$ cat config.mk
export PLATFORM = sky130hd
export DESIGN_NAME = apb_nslave_master_flat
export DESIGN_NICKNAME = d
export VERILOG_FILES = /design/src/rtl/apb_nslave_master_if.sv /design/src/rtl/apb_nslave_master.sv /design/src/flat_wrapper.sv
export SDC_FILE = /design/constraint.sdc
export NUM_CORES = 1
export LEC_CHECK = 0
export CORE_MARGIN = 1
export CORE_UTILIZATION = 40
export DETAILED_ROUTE_END_ITERATION = 8
export PLACE_DENSITY_LB_ADDON = 0.25
export SLEW_MARGIN = 20
export SYNTH_ARGS = -nofsm -noshare
export SYNTH_HDL_FRONTEND = slang
export SYNTH_SLANG_ARGS = --single-unit
$ cat constraint.sdc
create_clock -name pclk -period 4.3 [get_ports pclk]
set_input_delay 0.645 -clock pclk [delete_from_list [all_inputs] [get_ports pclk]]
set_output_delay 0.645 -clock pclk [all_outputs]
set_load 0.01 [all_outputs]
$ cat src/rtl/apb_nslave_master_if.sv
// Command port and APB fabric bundle for apb_nslave_master.
// master: bridge side; slave: command source and slave fabric side.
interface apb_nslave_master_if #(
    parameter int AW         = 9,
    parameter int DW         = 8,
    parameter int NUM_SLAVES = 4
);
    logic                     transfer;
    logic                     read_write;
    logic [AW-1:0]            apb_write_paddr;
    logic [DW-1:0]            apb_write_data;
    logic [AW-1:0]            apb_read_paddr;
    logic                     cmd_ready;
    logic [DW-1:0]            apb_read_data_out;
    logic                     rd_valid;
    logic                     wr_done;
    logic                     xfer_err;
    logic [NUM_SLAVES-1:0]    psel;
    logic                     penable;
    logic                     pwrite;
    logic [AW-1:0]            paddr;
    logic [DW-1:0]            pwdata;
    logic [NUM_SLAVES*DW-1:0] prdata;
    logic [NUM_SLAVES-1:0]    pready;
    logic [NUM_SLAVES-1:0]    pslverr;

    modport master (
        input  transfer, read_write, apb_write_paddr, apb_write_data,
        input  apb_read_paddr, prdata, pready, pslverr,
        output cmd_ready, apb_read_data_out, rd_valid, wr_done,
        output xfer_err, psel, penable, pwrite, paddr, pwdata
    );

    modport slave (
        output transfer, read_write, apb_write_paddr, apb_write_data,
        output apb_read_paddr, prdata, pready, pslverr,
        input  cmd_ready, apb_read_data_out, rd_valid, wr_done,
        input  xfer_err, psel, penable, pwrite, paddr, pwdata
    );
endinterface

$ cat src/rtl/apb_nslave_master.sv
// APB master bridge: command port in, NUM_SLAVES APB slaves out.
// Ports: pclk, preset (async, active-high), bus (apb_nslave_master_if.master).
// Top SEL_W address bits pick the slave; out-of-range index -> decode error.
// Optional macro APB_TIMEOUT_EN: abort ACCESS after TIMEOUT_CYCLES waits.
module apb_nslave_master #(
    parameter int AW             = 9,
    parameter int DW             = 8,
    parameter int NUM_SLAVES     = 4,
    parameter int TIMEOUT_CYCLES = 16
) (
    input logic                 pclk,
    input logic                 preset,
    apb_nslave_master_if.master bus
);
    localparam int SEL_W = (NUM_SLAVES > 2) ? $clog2(NUM_SLAVES) : 1;
    localparam logic [SEL_W:0] NS = (SEL_W+1)'(NUM_SLAVES);

    typedef enum logic [1:0] {IDLE, SETUP, ACCESS, ERR} state_t;

    state_t                state_q, state_d;
    logic                  rw_q, rw_d;
    logic [SEL_W-1:0]      idx_q, idx_d;
    logic [NUM_SLAVES-1:0] psel_q, psel_d;
    logic                  penable_q, penable_d;
    logic                  pwrite_q, pwrite_d;
    logic [AW-1:0]         paddr_q, paddr_d;
    logic [DW-1:0]         pwdata_q, pwdata_d;
    logic [DW-1:0]         rdata_q, rdata_d;
    logic                  rd_valid_q, rd_valid_d;
    logic                  wr_done_q, wr_done_d;
    logic                  xfer_err_q, xfer_err_d;

    logic [AW-1:0]         cmd_addr;
    logic [SEL_W-1:0]      cmd_idx;
    logic                  cmd_ok;
    logic                  cmd_ready;
    logic                  acc;
    logic                  load;
    logic                  sel_rdy;
    logic                  sel_err;
    logic [DW-1:0]         sel_rdata;
    logic                  timeout;

`ifdef APB_TIMEOUT_EN
    localparam int CW = $clog2(TIMEOUT_CYCLES + 1);
    logic [CW-1:0] cnt_q, cnt_d;
`endif

    // Only the addressed slave's response is observed.
    always_comb begin
        sel_rdy   = 1'b0;
        sel_err   = 1'b0;
        sel_rdata = '0;
        for (int i = 0; i < NUM_SLAVES; i++) begin
            if (idx_q == SEL_W'(i)) begin
                sel_rdy   = bus.pready[i];
                sel_err   = bus.pslverr[i];
                sel_rdata = bus.prdata[i*DW +: DW];
            end
        end
    end

    always_comb begin
        cmd_addr = bus.read_write ? bus.apb_read_paddr
                                  : bus.apb_write_paddr;
        cmd_idx  = cmd_addr[AW-1 -: SEL_W];
        cmd_ok   = {1'b0, cmd_idx} < NS;
        // Ready in the completing ACCESS cycle allows back-to-back.
        cmd_ready = (state_q == IDLE) ||
                    ((state_q == ACCESS) && sel_rdy);
        acc  = bus.transfer && cmd_ready;
        load = acc && cmd_ok;
    end

`ifdef APB_TIMEOUT_EN
    always_comb begin
        timeout = (state_q == ACCESS) && !sel_rdy &&
                  (cnt_q == CW'(TIMEOUT_CYCLES - 1));
        cnt_d = cnt_q;
        if (state_q == SETUP)
            cnt_d = '0;
        else if ((state_q == ACCESS) && !sel_rdy)
            cnt_d = cnt_q + 1'b1;
    end

    always_ff @(posedge pclk or posedge preset) begin
        if (preset) cnt_q <= '0;
        else        cnt_q <= cnt_d;
    end
`else
    assign timeout = 1'b0;
`endif

    // State and registered outputs.
    always_ff @(posedge pclk or posedge preset) begin
        if (preset) begin
            state_q    <= IDLE;
            rw_q       <= 1'b0;
            idx_q      <= '0;
            psel_q     <= '0;
            penable_q  <= 1'b0;
            pwrite_q   <= 1'b0;
            paddr_q    <= '0;
            pwdata_q   <= '0;
            rdata_q    <= '0;
            rd_valid_q <= 1'b0;
            wr_done_q  <= 1'b0;
            xfer_err_q <= 1'b0;
        end else begin
            state_q    <= state_d;
            rw_q       <= rw_d;
            idx_q      <= idx_d;
            psel_q     <= psel_d;
            penable_q  <= penable_d;
            pwrite_q   <= pwrite_d;
            paddr_q    <= paddr_d;
            pwdata_q   <= pwdata_d;
            rdata_q    <= rdata_d;
            rd_valid_q <= rd_valid_d;
            wr_done_q  <= wr_done_d;
            xfer_err_q <= xfer_err_d;
        end
    end

    // Next state.
    always_comb begin
        state_d = state_q;
        unique case (state_q)
            IDLE: begin
                if (acc) state_d = cmd_ok ? SETUP : ERR;
            end
            SETUP: state_d = ACCESS;
            ACCESS: begin
                if (sel_rdy) begin
                    if (acc) state_d = cmd_ok ? SETUP : ERR;
                    else     state_d = IDLE;
                end else if (timeout) begin
                    state_d = IDLE;
                end
            end
            ERR: state_d = IDLE;
            default: state_d = IDLE;
        endcase
    end

    // Output next values.
    always_comb begin
        rw_d       = rw_q;
        idx_d      = idx_q;
        psel_d     = psel_q;
        penable_d  = penable_q;
        pwrite_d   = pwrite_q;
        paddr_d    = paddr_q;
        pwdata_d   = pwdata_q;
        rdata_d    = rdata_q;
        rd_valid_d = 1'b0;
        wr_done_d  = 1'b0;
        xfer_err_d = 1'b0;

        if (acc) begin
            rw_d  = bus.read_write;
            idx_d = cmd_idx;
        end

        unique case (state_q)
            IDLE: ;
            SETUP: penable_d = 1'b1;
            ACCESS: begin
                if (sel_rdy) begin
                    rd_valid_d = rw_q;
                    wr_done_d  = !rw_q;
                    xfer_err_d = sel_err;
                    if (rw_q) rdata_d = sel_rdata;
                    psel_d     = '0;
                    penable_d  = 1'b0;
                end else if (timeout) begin
                    rd_valid_d = rw_q;
                    wr_done_d  = !rw_q;
                    xfer_err_d = 1'b1;
                    psel_d     = '0;
                    penable_d  = 1'b0;
                end
            end
            ERR: begin
                rd_valid_d = rw_q;
                wr_done_d  = !rw_q;
                xfer_err_d = 1'b1;
            end
            default: ;
        endcase

        // New SETUP overrides the completion drop of psel.
        if (load) begin
            for (int i = 0; i < NUM_SLAVES; i++)
                psel_d[i] = (cmd_idx == SEL_W'(i));
            penable_d = 1'b0;
            pwrite_d  = !bus.read_write;
            paddr_d   = cmd_addr;
            pwdata_d  = bus.apb_write_data;
        end
    end

    assign bus.cmd_ready         = cmd_ready;
    assign bus.apb_read_data_out = rdata_q;
    assign bus.rd_valid          = rd_valid_q;
    assign bus.wr_done           = wr_done_q;
    assign bus.xfer_err          = xfer_err_q;
    assign bus.psel              = psel_q;
    assign bus.penable           = penable_q;
    assign bus.pwrite            = pwrite_q;
    assign bus.paddr             = paddr_q;
    assign bus.pwdata            = pwdata_q;
endmodule

$ cat src/flat_wrapper.sv
// flat-port wrapper written by rule: the top's interface ports become plain ports
module apb_nslave_master_flat 
#(
    parameter int AW             = 9,
    parameter int DW             = 8,
    parameter int NUM_SLAVES     = 4,
    parameter int TIMEOUT_CYCLES = 16
)
  (pclk, preset, bus_transfer, bus_read_write, bus_apb_write_paddr, bus_apb_write_data, bus_apb_read_paddr, bus_prdata, bus_pready, bus_pslverr, bus_cmd_ready, bus_apb_read_data_out, bus_rd_valid, bus_wr_done, bus_xfer_err, bus_psel, bus_penable, bus_pwrite, bus_paddr, bus_pwdata);
  apb_nslave_master_if #(.AW(AW), .DW(DW), .NUM_SLAVES(NUM_SLAVES)) bus_i ();
  input logic pclk;
  input logic preset;
  input wire logic [$bits(bus_i.transfer)-1:0] bus_transfer;
  input wire logic [$bits(bus_i.read_write)-1:0] bus_read_write;
  input wire logic [$bits(bus_i.apb_write_paddr)-1:0] bus_apb_write_paddr;
  input wire logic [$bits(bus_i.apb_write_data)-1:0] bus_apb_write_data;
  input wire logic [$bits(bus_i.apb_read_paddr)-1:0] bus_apb_read_paddr;
  input wire logic [$bits(bus_i.prdata)-1:0] bus_prdata;
  input wire logic [$bits(bus_i.pready)-1:0] bus_pready;
  input wire logic [$bits(bus_i.pslverr)-1:0] bus_pslverr;
  output wire logic [$bits(bus_i.cmd_ready)-1:0] bus_cmd_ready;
  output wire logic [$bits(bus_i.apb_read_data_out)-1:0] bus_apb_read_data_out;
  output wire logic [$bits(bus_i.rd_valid)-1:0] bus_rd_valid;
  output wire logic [$bits(bus_i.wr_done)-1:0] bus_wr_done;
  output wire logic [$bits(bus_i.xfer_err)-1:0] bus_xfer_err;
  output wire logic [$bits(bus_i.psel)-1:0] bus_psel;
  output wire logic [$bits(bus_i.penable)-1:0] bus_penable;
  output wire logic [$bits(bus_i.pwrite)-1:0] bus_pwrite;
  output wire logic [$bits(bus_i.paddr)-1:0] bus_paddr;
  output wire logic [$bits(bus_i.pwdata)-1:0] bus_pwdata;
  assign bus_i.transfer = bus_transfer;
  assign bus_i.read_write = bus_read_write;
  assign bus_i.apb_write_paddr = bus_apb_write_paddr;
  assign bus_i.apb_write_data = bus_apb_write_data;
  assign bus_i.apb_read_paddr = bus_apb_read_paddr;
  assign bus_i.prdata = bus_prdata;
  assign bus_i.pready = bus_pready;
  assign bus_i.pslverr = bus_pslverr;
  assign bus_cmd_ready = bus_i.cmd_ready;
  assign bus_apb_read_data_out = bus_i.apb_read_data_out;
  assign bus_rd_valid = bus_i.rd_valid;
  assign bus_wr_done = bus_i.wr_done;
  assign bus_xfer_err = bus_i.xfer_err;
  assign bus_psel = bus_i.psel;
  assign bus_penable = bus_i.penable;
  assign bus_pwrite = bus_i.pwrite;
  assign bus_paddr = bus_i.paddr;
  assign bus_pwdata = bus_i.pwdata;
  apb_nslave_master #(.AW(AW), .DW(DW), .NUM_SLAVES(NUM_SLAVES), .TIMEOUT_CYCLES(TIMEOUT_CYCLES)) u_core (.pclk(pclk), .preset(preset), .bus(bus_i));
endmodule
Word-level counts from Yosys, hierarchy flattened --
Cells that the tools add are included.
Operators by class: add/subtract/negate cells 0, multipliers 0, divide/modulo/power cells 0, $lt $le $gt $ge 0, equality and inequality tests 12, shift operators 0, multiplexer cells 29, bitwise gates (word level) 0, reduce and logical (&&, ||, !) cells 15
Operator list (number):
- two-way mux 8 bit | 4
- two-way mux 1 bit | 14
- equality test 2 bit (second input constant) | 6
- two-way mux 4 bit | 3
- two-way mux 9 bit | 1
- case mux 1 bit (2 select lines) | 4
- case mux 2 bit (4 select lines) | 1
- equality test 2 x 1 -> 1 bit (second input constant) | 3
- logical NOT 2 bit | 3
- AND reduction 2 bit | 3
- two-way mux 2 bit | 2
- inequality test 2 x 1 -> 1 bit (second input constant) | 2
- nonzero test 2 bit | 2
- inequality test 3 x 1 -> 1 bit (second input constant) | 1
- AND reduction 3 bit | 1
- nonzero test 3 bit | 1
- logical AND 1 bit | 2
- logical NOT 1 bit | 2
- logical OR 1 bit | 1
Word-level totals: register bits 39, latch bits 0, bits in writable memories 0, bits in read-only memories 0, input bits 70, output and inout bits 35, logic and storage cells 68, memories kept 0

Longest topological paths before layout --
Gate-level depths: netlist of the first run.
depth in word-level cells 11, depth in mapped cells 7, depth with buffers taken out 6

Worst setup path after synthesis of the first run --
No wires, ideal clock.
path kind input -> output, start in bus_pready[3], end out bus_cmd_ready, arrival 1441 ps, data required time 3655 ps, path slack 2214 ps, cell stages on the path 3, path through mux2i_1 > o22ai_2 > or2_2
On the way: longest elaborated chain between the ends 3
RTL lines:
- start, declared | line flat_wrapper.sv:19 | input wire logic [$bits(bus_i.pready)-1:0] bus_pready;
- two-way mux 1 bit | line apb_nslave_master.sv:55 | if (idx_q == SEL_W'(i)) begin
- logical AND 1 bit | line apb_nslave_master.sv:70 | ((state_q == ACCESS) && sel_rdy);
- logical OR 1 bit | line apb_nslave_master.sv:69 | cmd_ready = (state_q == IDLE) ||
- end, declared | line flat_wrapper.sv:21 | output wire logic [$bits(bus_i.cmd_ready)-1:0] bus_cmd_ready;
Every way passes these cells.

Worst setup path in the final report of the first run --
start reg u_core.idx_q[1], end out bus_cmd_ready
On the way: longest elaborated chain between the ends 7, elaborated cells on any way between the ends 10
RTL lines:
- start, declared | line apb_nslave_master.sv:22 | logic [SEL_W-1:0] idx_q, idx_d;
- start signal, assigned | line apb_nslave_master.sv:112 | idx_q <= idx_d;
- logical NOT 2 bit | line apb_nslave_master.sv:55
- two-way mux 1 bit (3 in series) | line apb_nslave_master.sv:55
- two-way mux 1 bit (*) | line apb_nslave_master.sv:55
- logical AND 1 bit (*) | line apb_nslave_master.sv:70
- logical OR 1 bit (*) | line apb_nslave_master.sv:69
Every way passes the cells marked *; elsewhere a longest branch is shown, timed or not.

==> summary.md, run 1 <==
| Metric | Value |
|---|---|
| Status | `finished with violations` |
| Failing checks | `design-rule violations` |
| Slew HR | `35.9%` |
| Htree depth | `2` |
| P_leak | `1.30 nW` |
| Worst Min Path Start | `u_core.rw_q` |
| Most frequent cells after synthesis | `dfrtp_1, mux2_2, a21oi_1, nor2_1` |
| Pwr Density | `between 600 and 700 nW/um^2` |
| Reg clk slew, reported paths | `0.07 ns` |
| Cell count after synthesis | `144` |
| CTS tree | `yes` |
| Final cycle utilization of the critical path | `72.0%` |
| First-pass GRT wire length | `7500 um` |
| Setup Viol. Count Final | `0` |
| Async SR Flop Fraction | `100%` |
| Synth top area cells | `dfrtp_1, mux4_2, mux2_2, mux2i_1, a21oi_1` |
| CTS buffer count | `5` |
| Clock Power Share | `between 10% and 20%` |
| Top FF cell, synth | `dfrtp_1` |
| 1st-pass router iterations | `8` |
| Post-Syn Nets | `between 200 and 250` |
| Worst skew pair latency | `0.29 ns` |
| CP arrival | `2.45 ns` |
| Setup TNS Final | `0 ns` |
| Vias | `1,578` |
| Worst Path Max Fanout | `13` |
| DRT Wirelength | `4630 um` |
| Skew final | `~0.0071 ns` |
| Worst hold stages | `1` |
| Cell taking the most area after synthesis | `dfrtp_1` |
| Global Route Usage Sum | `just under 20%` |
| Area occupied by multi-input gates | `907 um^2` |
| Layout area overhead | `63.7%` |
| Final core occ | `69.8%` |
| Max IR drop VDD | `0.000430 V` |
| Worst slew pin tran | `between 0.9 and 1 ns` |
| Pint | `between 1 and 1.5 mW` |
| Reg-to-Reg Start | `u_core.bus.paddr[7]` |
| DRC viols | `18` |
| Crit. End Element | `output port` |
| Max-capacitance violation count | `0` |
| Core Region | `4440 um^2` |
| Final hold violations | `0` |
| Startpoint types | `flop` |
| Hold Path End | `u_core.bus.wr_done` |
| Fmax | `323 MHz` |
| Ant diodes | `0` |
| Grt ovf | `0` |
| Ys Warns | `0` |
| Register area share after synthesis | `between 40% and 50%` |
| Final-layout fill cell count | `361` |
| EDFF count, synth | `0` |
| Starting Density | `a little over two fifths` |
| DRT antenna net count | `0` |
| Dpl ws | `1.24 ns` |
| RSZ-0062 raised after global routing | `no` |
| Switching share of power | `roughly a third` |
| Initial antenna violation count | `0` |
| Final GP Congestion | `roughly 0.8` |
| Synthesized cell area | `1900 um^2` |
| Reg2reg path depth | `3` |
| Flop2flop setup slack | `~1.9 ns` |
| Root Driver | `clkbuf_8` |
| Drt wl/cell | `around 15 um` |
| Die Width | `between 70 and 80 um` |
| Die ar. | `5020 um^2` |
| Row cnt | `24` |
| Initial DRC count | `87` |
| Postcts setup bufs | `0` |
| Top cell type's share of synthesized area | `48.8%` |
| Final min period | `3.09 ns` |
| Hold Path Class | `reg2reg` |
| Die H | `70.8 um` |
| Combinational share of power | `49.1%` |
| Num Clock Sinks | `37` |
| Setup ws final | `1.21 ns` |
| Mean Syn Cell Area | `13.2 um^2` |
| CTS Hold Bufs | `0` |
| RR Endpoint | `u_core.bus.pwdata[7]` |
| CP Data Required Time | `3.65 ns` |
| Setup CP Type | `reg2out` |
| Post-CTS resize count | `0` |
| CTS max path bufs | `2` |
| Vias in the first global route | `about 1,600` |
| Most common cell in the synthesized netlist | `dfrtp_1` |
| Seq pwr share | `about a third` |
| Vias per cell | `5.21` |
| Nets | `324` |
| Port bufs | `104` |
| Sw power | `around 0.63 mW` |
| Synth cell types | `30` |
| Max Slew Vio Count | `0` |
| Largest net degree at the start of global routing | `38` |
| # IOs | `105` |
| Yosys reg bits | `37` |
| Detail Placement HPWL | `roughly 3600 um` |
| Sequential Area | `a little over 900 um^2` |
| Layout cells sized above 1 | `16.7%` |
state kept, by name, summed over array words and instances (netlist names):
signal	count
u_core.bus.xfer_err	1
u_core.bus.apb_read_data_out	8
u_core.bus.paddr	8
u_core.bus.psel	4
u_core.bus.penable	1
u_core.bus.rd_valid	1
u_core.bus.wr_done	1
u_core.state_q	2
u_core.bus.pwrite	1
u_core.bus.pwdata	8
u_core.rw_q	1
u_core.idx_q	1
final cells by class:
| cell class | instances | area share (%) |
|---|---|---|
| sequential | 37 | 29.8 |
| inverter | 6 | 0.726 |
| clock buffer | 5 | 2.22 |
| clock inverter | 3 | 2.10 |
| timing repair buffer | 105 | 33.8 |
| tap | 52 | 2.10 |
| multi-input combinational | 95 | 29.2 |
cells by family (layout without fill, tap and decap cells):
kind of cell / Yosys count / count (layout) / share of synthesized area (%)
and+or+nand+nor: 26 / 26 / 6.53
AOI/OAI and AO/OA: 27 / 27 / 10.4
adders and majority gates: 4 / 4 / 2.64
DFF: 37 / 37 / 48.8
buffers and inverters: 12 / 119 / 3.30
muxes: 38 / 38 / 28.3
how the worst max path moves through the flow:
stage                          from             to
finish              u_core.idx_q[1]  bus_cmd_ready
global route        u_core.idx_q[1]  bus_cmd_ready
detailed placement    bus_pready[3]  bus_cmd_ready
floorplan             bus_pready[3]  bus_cmd_ready
global placement      bus_pready[3]  bus_cmd_ready
CTS                 u_core.idx_q[1]  bus_cmd_ready
cells in the final DEF, fill, tap and decap left out, types with 2 or more instances in the layout:
cell and instances:
nand2_1 3, mux2_4 4, nor2b_1 2, clkbuf_8 5, clkdlybuf4s50_1 104, mux2_2 15
a21oi_1 12, mux4_2 9, o22ai_1 3, dfrtp_1 37, a22o_1 4, ha_1 4
inv_1 6, nor2_1 12, o32ai_1 2, bufinv_16 2, nand2b_1 4, mux2i_1 9
worst max-delay path: stages (launching register included):
cell and delay [ns]:
dfrtp_1 0.69, mux2i_1 0.47, o22ai_2 0.21, or2_2 0.30, clkdlybuf4s50_1 0.48
power groups by stage:
stage / registers (mW) / clock network (mW) / logic, mW
3_5_place_dp: 0.664 / 0 / 0.976
4_1_cts: 0.657 / 0.364 / 0.981
5_1_grt: 0.682 / 0.379 / 1.04
6_report: 0.651 / 0.356 / 0.970
2_1_floorplan: 0.683 / 0 / 0.489
3_3_place_gp: 0.659 / 0 / 0.957
routing by layer:
metal / global-route usage [%] / vias up / wire (um)
met5: 0 / - / 0
met4: 7.56 / 0 / 95
met3: 8.26 / 9 / 536
met2: 30.6 / 85 / 2180
met1: 23.8 / 743 / 1820
li1: - / 741 / -
metrics by stage:
step / power (mW) / std cells / hold slack [ns] / instance area, um^2
4_1_cts: 2.00 / 303 / 0.496 / 3100
5_1_grt: 2.10 / 303 / 0.528 / 3100
6_report: 1.98 / 303 / 0.492 / 3100
3_3_place_gp: 1.62 / 295 / 0.484 / 2970
2_1_floorplan: 1.17 / 144 / 0.455 / 1900
3_5_place_dp: 1.64 / 295 / 0.486 / 2970
(Power assumes the default switching activity.)
==> inputs of run 2 (changes only) <==
Settings changed: CORE_UTILIZATION 40 to 39.
Clock period 4.3 ns to 3.07 ns, I/O delays scaled along.
==> run 2 against run 1 <==
The flow now finishes without violations; routed wire length down 0.41%; critical path type unchanged; final area down 0.44%; register-to-register slack worse by 0.92 ns; die area up 2.5%; combinational power up 48%; clock power down 9.6%.
==> summary.md, run 2 (synthesis results as in run 1) <==
| Metric | Value |
|---|---|
| DRC viols | `0 (-18)` |
| RSZ-0062 raised after global routing | `no` |
| Setup Viol. Count Final | `0 (unchanged)` |
| Initial DRC count | `51 (-41%)` |
| Die ar. | `5140 um^2 (+2.5%)` |
| CP arrival | `2.26 ns (-0.19 ns)` |
| CTS max path bufs | `2 (unchanged)` |
| Sequential Area | `926 um^2 (unchanged)` |
| Critical-path cell list | `mux2i_1, o22ai_2, or2_2, clkdlybuf4s50_1` |
| Hold WS | `0.492 ns (+0.000328 ns)` |
| Status | `finished clean` |
| P_leak | `1.30 nW (+0.11%)` |
| Final min period | `2.72 ns` |
| Vias per cell | `5.19 (-0.31%)` |
| Max IR drop VDD | `0.000429 V (-0.13%)` |
| CTS buffer count | `5 (unchanged)` |
| Max Slew Vio Count | `0 (unchanged)` |
| Num Clock Sinks | `37 (unchanged)` |
| Postcts setup bufs | `0 (unchanged)` |
| Post-CTS resize count | `0 (unchanged)` |
| Die Width | `71.7 um (+1.2%)` |
| Setup CP Type | `reg2out` |
| CP max-delay cell | `dfrtp_1` |
| Global Route Usage Sum | `19.0% (-0.39 points)` |
| Port bufs | `104 (unchanged)` |
| Initial antenna violation count | `0 (unchanged)` |
| Die H | `71.7 um (+1.2%)` |
| Max-capacitance violation count | `0 (unchanged)` |
| Core Region | `4500 um^2 (+1.4%)` |
| 1st-pass router iterations | `4 (-4)` |
| Vias | `1,599 (+1.3%)` |
| Pwr Density | `851 nW/um^2 (+34%)` |
| CTS Hold Bufs | `0 (unchanged)` |
| Worst slew pin tran | `0.710 ns (-0.251 ns)` |
| Crit. End Element | `output port` |
| Row cnt | `24 (unchanged)` |
| Htree depth | `2 (unchanged)` |
| Slew HR | `52.5% (+17 points)` |
| # IOs | `105 (unchanged)` |
| Final cycle utilization of the critical path | `88.6%` |
| Skew final | `0.00539 ns (-0.00174 ns)` |
| Starting Density | `42.1% (-0.57 points)` |
| CP Data Required Time | `2.61 ns (-1.04 ns)` |
| Layout area overhead | `63.0%` |
| Startpoint types | `flop` |
| Root Driver | `clkbuf_8` |
| Final GP Congestion | `0.751 (-4.9%)` |
| Reg clk slew, reported paths | `0.07 ns (about the same)` |
| Area occupied by multi-input gates | `907 um^2 (unchanged)` |
| CTS tree | `yes` |
| Worst skew pair latency | `0.29 ns (about the same)` |
| Detail Placement HPWL | `3500 um (-1.6%)` |
| Final-layout fill cell count | `346 (-4.2%)` |
| Most frequent cells in the layout | `clkdlybuf4s50_1, dfrtp_1, mux2_2, nor2_1, a21oi_1` |
| Setup TNS Final | `0 ns (unchanged)` |
| Nets | `329 (+1.5%)` |
| DRT Wirelength | `4610 um (-0.41%)` |
| Grt ovf | `0 (unchanged)` |
| Fmax | `368 MHz` |
| First-pass GRT wire length | `7500 um (unchanged)` |
| Final hold violations | `0 (unchanged)` |
| Hold Path Class | `reg2reg` |
| Vias in the first global route | `1,669 (+6.1%)` |
| Crit path largest cell delay | `0.55 ns (-0.14 ns)` |
| Largest net degree at the start of global routing | `38 (unchanged)` |
| DRT antenna net count | `0 (unchanged)` |
| Commonest non-fill, non-tap cell in the layout | `clkdlybuf4s50_1` |
| Worst Path Max Fanout | `7 (-6)` |
| Drt wl/cell | `15.0 um (-2.0%)` |
| Ant diodes | `0 (unchanged)` |
| Layout cells sized above 1 | `18.0% (+1.2 points)` |
[run 2: cell count changes in the layout (fill, tap and decap cells not counted), sizes merged]
| cell | before | now |
|---|---|---|
| bufinv | 2 | 0 |
| clkbuf | 5 | 6 |
| clkinv | 1 | 2 |
| buf | 1 | 6 |
[run 2: area by class of cell]
class	count	share of cell area [%]
clock buffer	6	2.35
clock inverter	2	0.324
multi-input combinational	95	29.4
timing repair buffer	110	35.2
inverter	6	0.729
tap	52	2.11
sequential	37	30.0
[run 2: critical path: cells and delay by family, from the launching register on]
kind / cells / cell delay, ns
flops: 1 / 0.55
mux: 1 / 0.45
buf+inv: 1 / 0.48
compound gates: 1 / 0.20
simple gates: 1 / 0.30
[run 2: power by group]
part | internal [mW] | switching, mW | leakage [nW]
clock | 0.157 | 0.165 | 0.0450
sequential | 0.720 | 0.146 | 0.444
combinational | 0.876 | 0.563 | 0.809
[run 2: through the flow]
stage               utilization, %  instances  cell area [um^2]  worst slack, ns  power (mW)
finish                        68.6        308              3090            0.351        2.63
global route                  68.6        308              3090            0.242        2.83
CTS                           68.6        308              3090            0.314        2.67
detailed placement            66.8        300              3010            0.423        2.33
global placement              66.8        300              3010            0.433        2.30
floorplan                        -        144              1900             1.29        1.64
[run 2: worst paths after layout]
| path | start | end | slack (ns) | cells after the start |
|---|---|---|---|---|
| worst min-delay path | u_core.rw_q | u_core.bus.wr_done | 0.49 | 1 |
| worst max register to register | u_core.state_q[0] | u_core.rw_q | 0.97 | 5 |
| worst min register to register | u_core.rw_q | u_core.bus.wr_done | 0.49 | 1 |
| worst max-delay path | u_core.idx_q[1] | bus_cmd_ready | 0.35 | 4 |
| max in group asynchronous | preset | u_core.bus.paddr[3] | 2.15 | 3 |
| min in group asynchronous | preset | u_core.bus.apb_read_data_out[1] | 0.59 | 3 |
[run 2: per-layer routing]
layer	vias up	share of wire, %	wire length, um	GRT usage (%)
met2	84	51	2360	34.1
met5	-	0	0	0
li1	754	-	-	-
met3	5	11	524	7.17
met4	0	1.2	55	7.41
met1	756	36	1660	20.2
==> inputs of run 3 (changes only) <==
Settings changed: CORE_UTILIZATION 39 to 40, CTS_CLUSTER_DIAMETER set to 120, REMOVE_ABC_BUFFERS set to 1.
Clock period 3.07 ns to 3.4 ns, I/O delays scaled along.
==> run 3 against run 2 <==
The flow now finishes with violations (design-rule violations); hold slack gained 0.0022 ns; final area grew 0.97%; critical path depth grew 1; clock skew is essentially flat; global-route usage grew 0.15 points; core utilization grew 1.6 points; largest power group unchanged; via count shrank 0.81%; non-clock buffer count shrank 1; highest routed layer unchanged; first-iteration DRC count grew 9.8%; routed wire length shrank 3.5%; die area shrank 2.4%; final cell count shrank 0.32%.
==> summary.md, run 3 (synthesis results as in run 1) <==
| Metric | Value |
|---|---|
| Critical-path cell list | `clkdlybuf4s50_1, mux2i_1, o22ai_2, or2_2, clkdlybuf4s50_1` |
| Slew HR | `54.4% (+1.9 points)` |
| Pwr Density | `789 nW/um^2 (-7.2%)` |
| RSZ-0062 raised after global routing | `no` |
| Failing checks | `design-rule violations` |
| Setup CP Type | `in2out` |
| Vias in the first global route | `1,623 (-2.8%)` |
| Final core occ | `70.2% (+1.6 points)` |
| Global Route Usage Sum | `19.2% (+0.15 points)` |
| DRT antenna net count | `0 (unchanged)` |
| # IOs | `105 (unchanged)` |
| Layout area overhead | `64.6%` |
| Flop2flop setup slack | `1.44 ns (+0.47 ns)` |
| Starting Density | `42.7% (+0.57 points)` |
| Core Region | `4440 um^2 (-1.3%)` |
| RR Endpoint | `u_core.bus.pwdata[4]` |
| Setup crit start | `bus_pready[3]` |
| Max IR drop VDD | `0.000425 V (-0.94%)` |
| Initial DRC count | `56 (+9.8%)` |
| Commonest non-fill, non-tap cell in the layout | `clkdlybuf4s50_1` |
| Row cnt | `24 (unchanged)` |
| Vias per cell | `5.17 (-0.49%)` |
| Die ar. | `5020 um^2 (-2.4%)` |
| Worst skew pair latency | `0.28 ns (about the same)` |
| Grt ovf | `0 (unchanged)` |
| WP buf/inv | `2 (+1)` |
| Die H | `70.8 um (-1.2%)` |
| Hold Path Class | `reg2reg` |
| Initial antenna violation count | `0 (unchanged)` |
| Drt wl/cell | `14.5 um (-3.2%)` |
| Cell family with most CP delay | `buffers and inverters` |
| Crit. End Element | `output port` |
| Post-CTS resize count | `0 (unchanged)` |
| Final GP Congestion | `0.755 (+0.57%)` |
| CP arrival | `2.24 ns (-0.02 ns)` |
| Most frequent cells in the layout | `clkdlybuf4s50_1, dfrtp_1, mux2_2, nor2_1, a21oi_1` |
| DRT Wirelength | `4440 um (-3.5%)` |
| Reg clk slew, reported paths | `0.08 ns (about the same)` |
| Nets | `328 (-0.30%)` |
| Port bufs | `104 (unchanged)` |
| Placed Area | `3000 um^2 (-0.25%)` |
| Htree depth | `2 (unchanged)` |
| Final min period | `2.75 ns` |
| Startpoint types | `input pin` |
| Fmax | `between 300 and 400 MHz` |
| Detail Placement HPWL | `3390 um (-3.0%)` |
| CTS max path bufs | `2 (unchanged)` |
| Num Clock Sinks | `37 (unchanged)` |
| Crit-path most repeated cell | `clkdlybuf4s50_1` |
| Setup ws final | `0.652 ns (+0.301 ns)` |
| Worst path depth | `5 (+1)` |
| Crit path largest cell delay | `0.47 ns (-0.08 ns)` |
| P_leak | `1.31 nW (+0.57%)` |
| Final hold violations | `0 (unchanged)` |
| Max-capacitance violation count | `0 (unchanged)` |
| Design area | `3120 um^2 (+0.97%)` |
| Worst Path Max Fanout | `5 (-2)` |
| Final cycle utilization of the critical path | `80.8%` |
| Setup Viol. Count Final | `0 (unchanged)` |
| Final-layout fill cell count | `352 (+1.7%)` |
| Worst Min Path Start | `u_core.rw_q` |
| Worst hold stages | `1 (unchanged)` |
| Die Width | `70.8 um (-1.2%)` |
| CTS buffer count | `5 (unchanged)` |
| Layout cells sized above 1 | `18.0% (+0.070 points)` |
| Skew final | `0.00530 ns (-0.0000893 ns)` |
| Root Driver | `clkbuf_8` |
| Dpl ws | `0.655 ns (+0.231 ns)` |
| Max Slew Vio Count | `0 (unchanged)` |
| Status | `finished with violations` |
| Hold Path End | `u_core.bus.wr_done` |
| Ant diodes | `0 (unchanged)` |
| Postcts setup bufs | `0 (unchanged)` |
| Setup TNS Final | `0 ns (unchanged)` |
| CP max-delay cell | `clkdlybuf4s50_1` |
| Worst slew pin tran | `0.681 ns (-0.0289 ns)` |
| CTS tree | `yes` |
| DRC viols | `22 (+22)` |
| Vias | `1,586 (-0.81%)` |
| 1st-pass router iterations | `6 (+2)` |
| Reg2reg path depth | `6 (+1)` |
| Largest net degree at the start of global routing | `38 (unchanged)` |
| CTS Hold Bufs | `0 (unchanged)` |
| CP Data Required Time | `2.89 ns (+0.28 ns)` |
| Reg-to-Reg Start | `u_core.state_q[0]` |
| First-pass GRT wire length | `7510 um (+0.19%)` |
## run 3: cell count changes in the layout (fill, tap and decap cells not counted), sizes merged
| cell | previous run | this run |
|---|---|---|
| buf | 6 | 5 |
| bufinv | 0 | 1 |
| clkinv | 2 | 0 |
| clkinvlp | 0 | 1 |
## run 3: final cells by class
type                    instances  area, um^2  share of cell area (%)
multi-input cells              95         907                    29.1
clock buffers                   6        82.6                    2.65
clock inverters                 2        37.5                    1.20
flip-flops and latches         37         926                    29.7
inverters                       6        22.5                   0.722
well taps                      52        65.1                    2.09
repair buffers                109        1080                    34.6
## run 3: routing by layer
metal	track usage, %	vias to the layer above	wire, um
li1	-	749	-
met1	23.4	746	1760
met2	31.4	87	2030
met3	8.40	4	626
met4	4.67	0	29
met5	0	-	0
## run 3: report_power, final
group          switching, mW  internal (mW)  total [mW]
registers              0.126          0.650       0.776
logic                  0.512          0.784        1.30
clock network          0.151          0.238       0.389
total                  0.789           1.67        2.46
## run 3: worst max path at each step
stage | to | slack (ns)
final | bus_cmd_ready | 0.65
after global routing | bus_cmd_ready | 0.54
after CTS | bus_cmd_ready | 0.65
after detailed placement | bus_cmd_ready | 0.65
after global placement | bus_cmd_ready | 0.69
after floorplan | u_core.bus.pwdata[4] | 1.24
## run 3: metrics by stage
step | power (mW) | std cells | hold slack [ns]
after floorplan | 1.45 | 138 | 0.455
after global placement | 2.06 | 299 | 0.484
after detailed placement | 2.09 | 299 | 0.483
after CTS | 2.49 | 307 | 0.493
after global routing | 2.64 | 307 | 0.505
final | 2.46 | 307 | 0.494
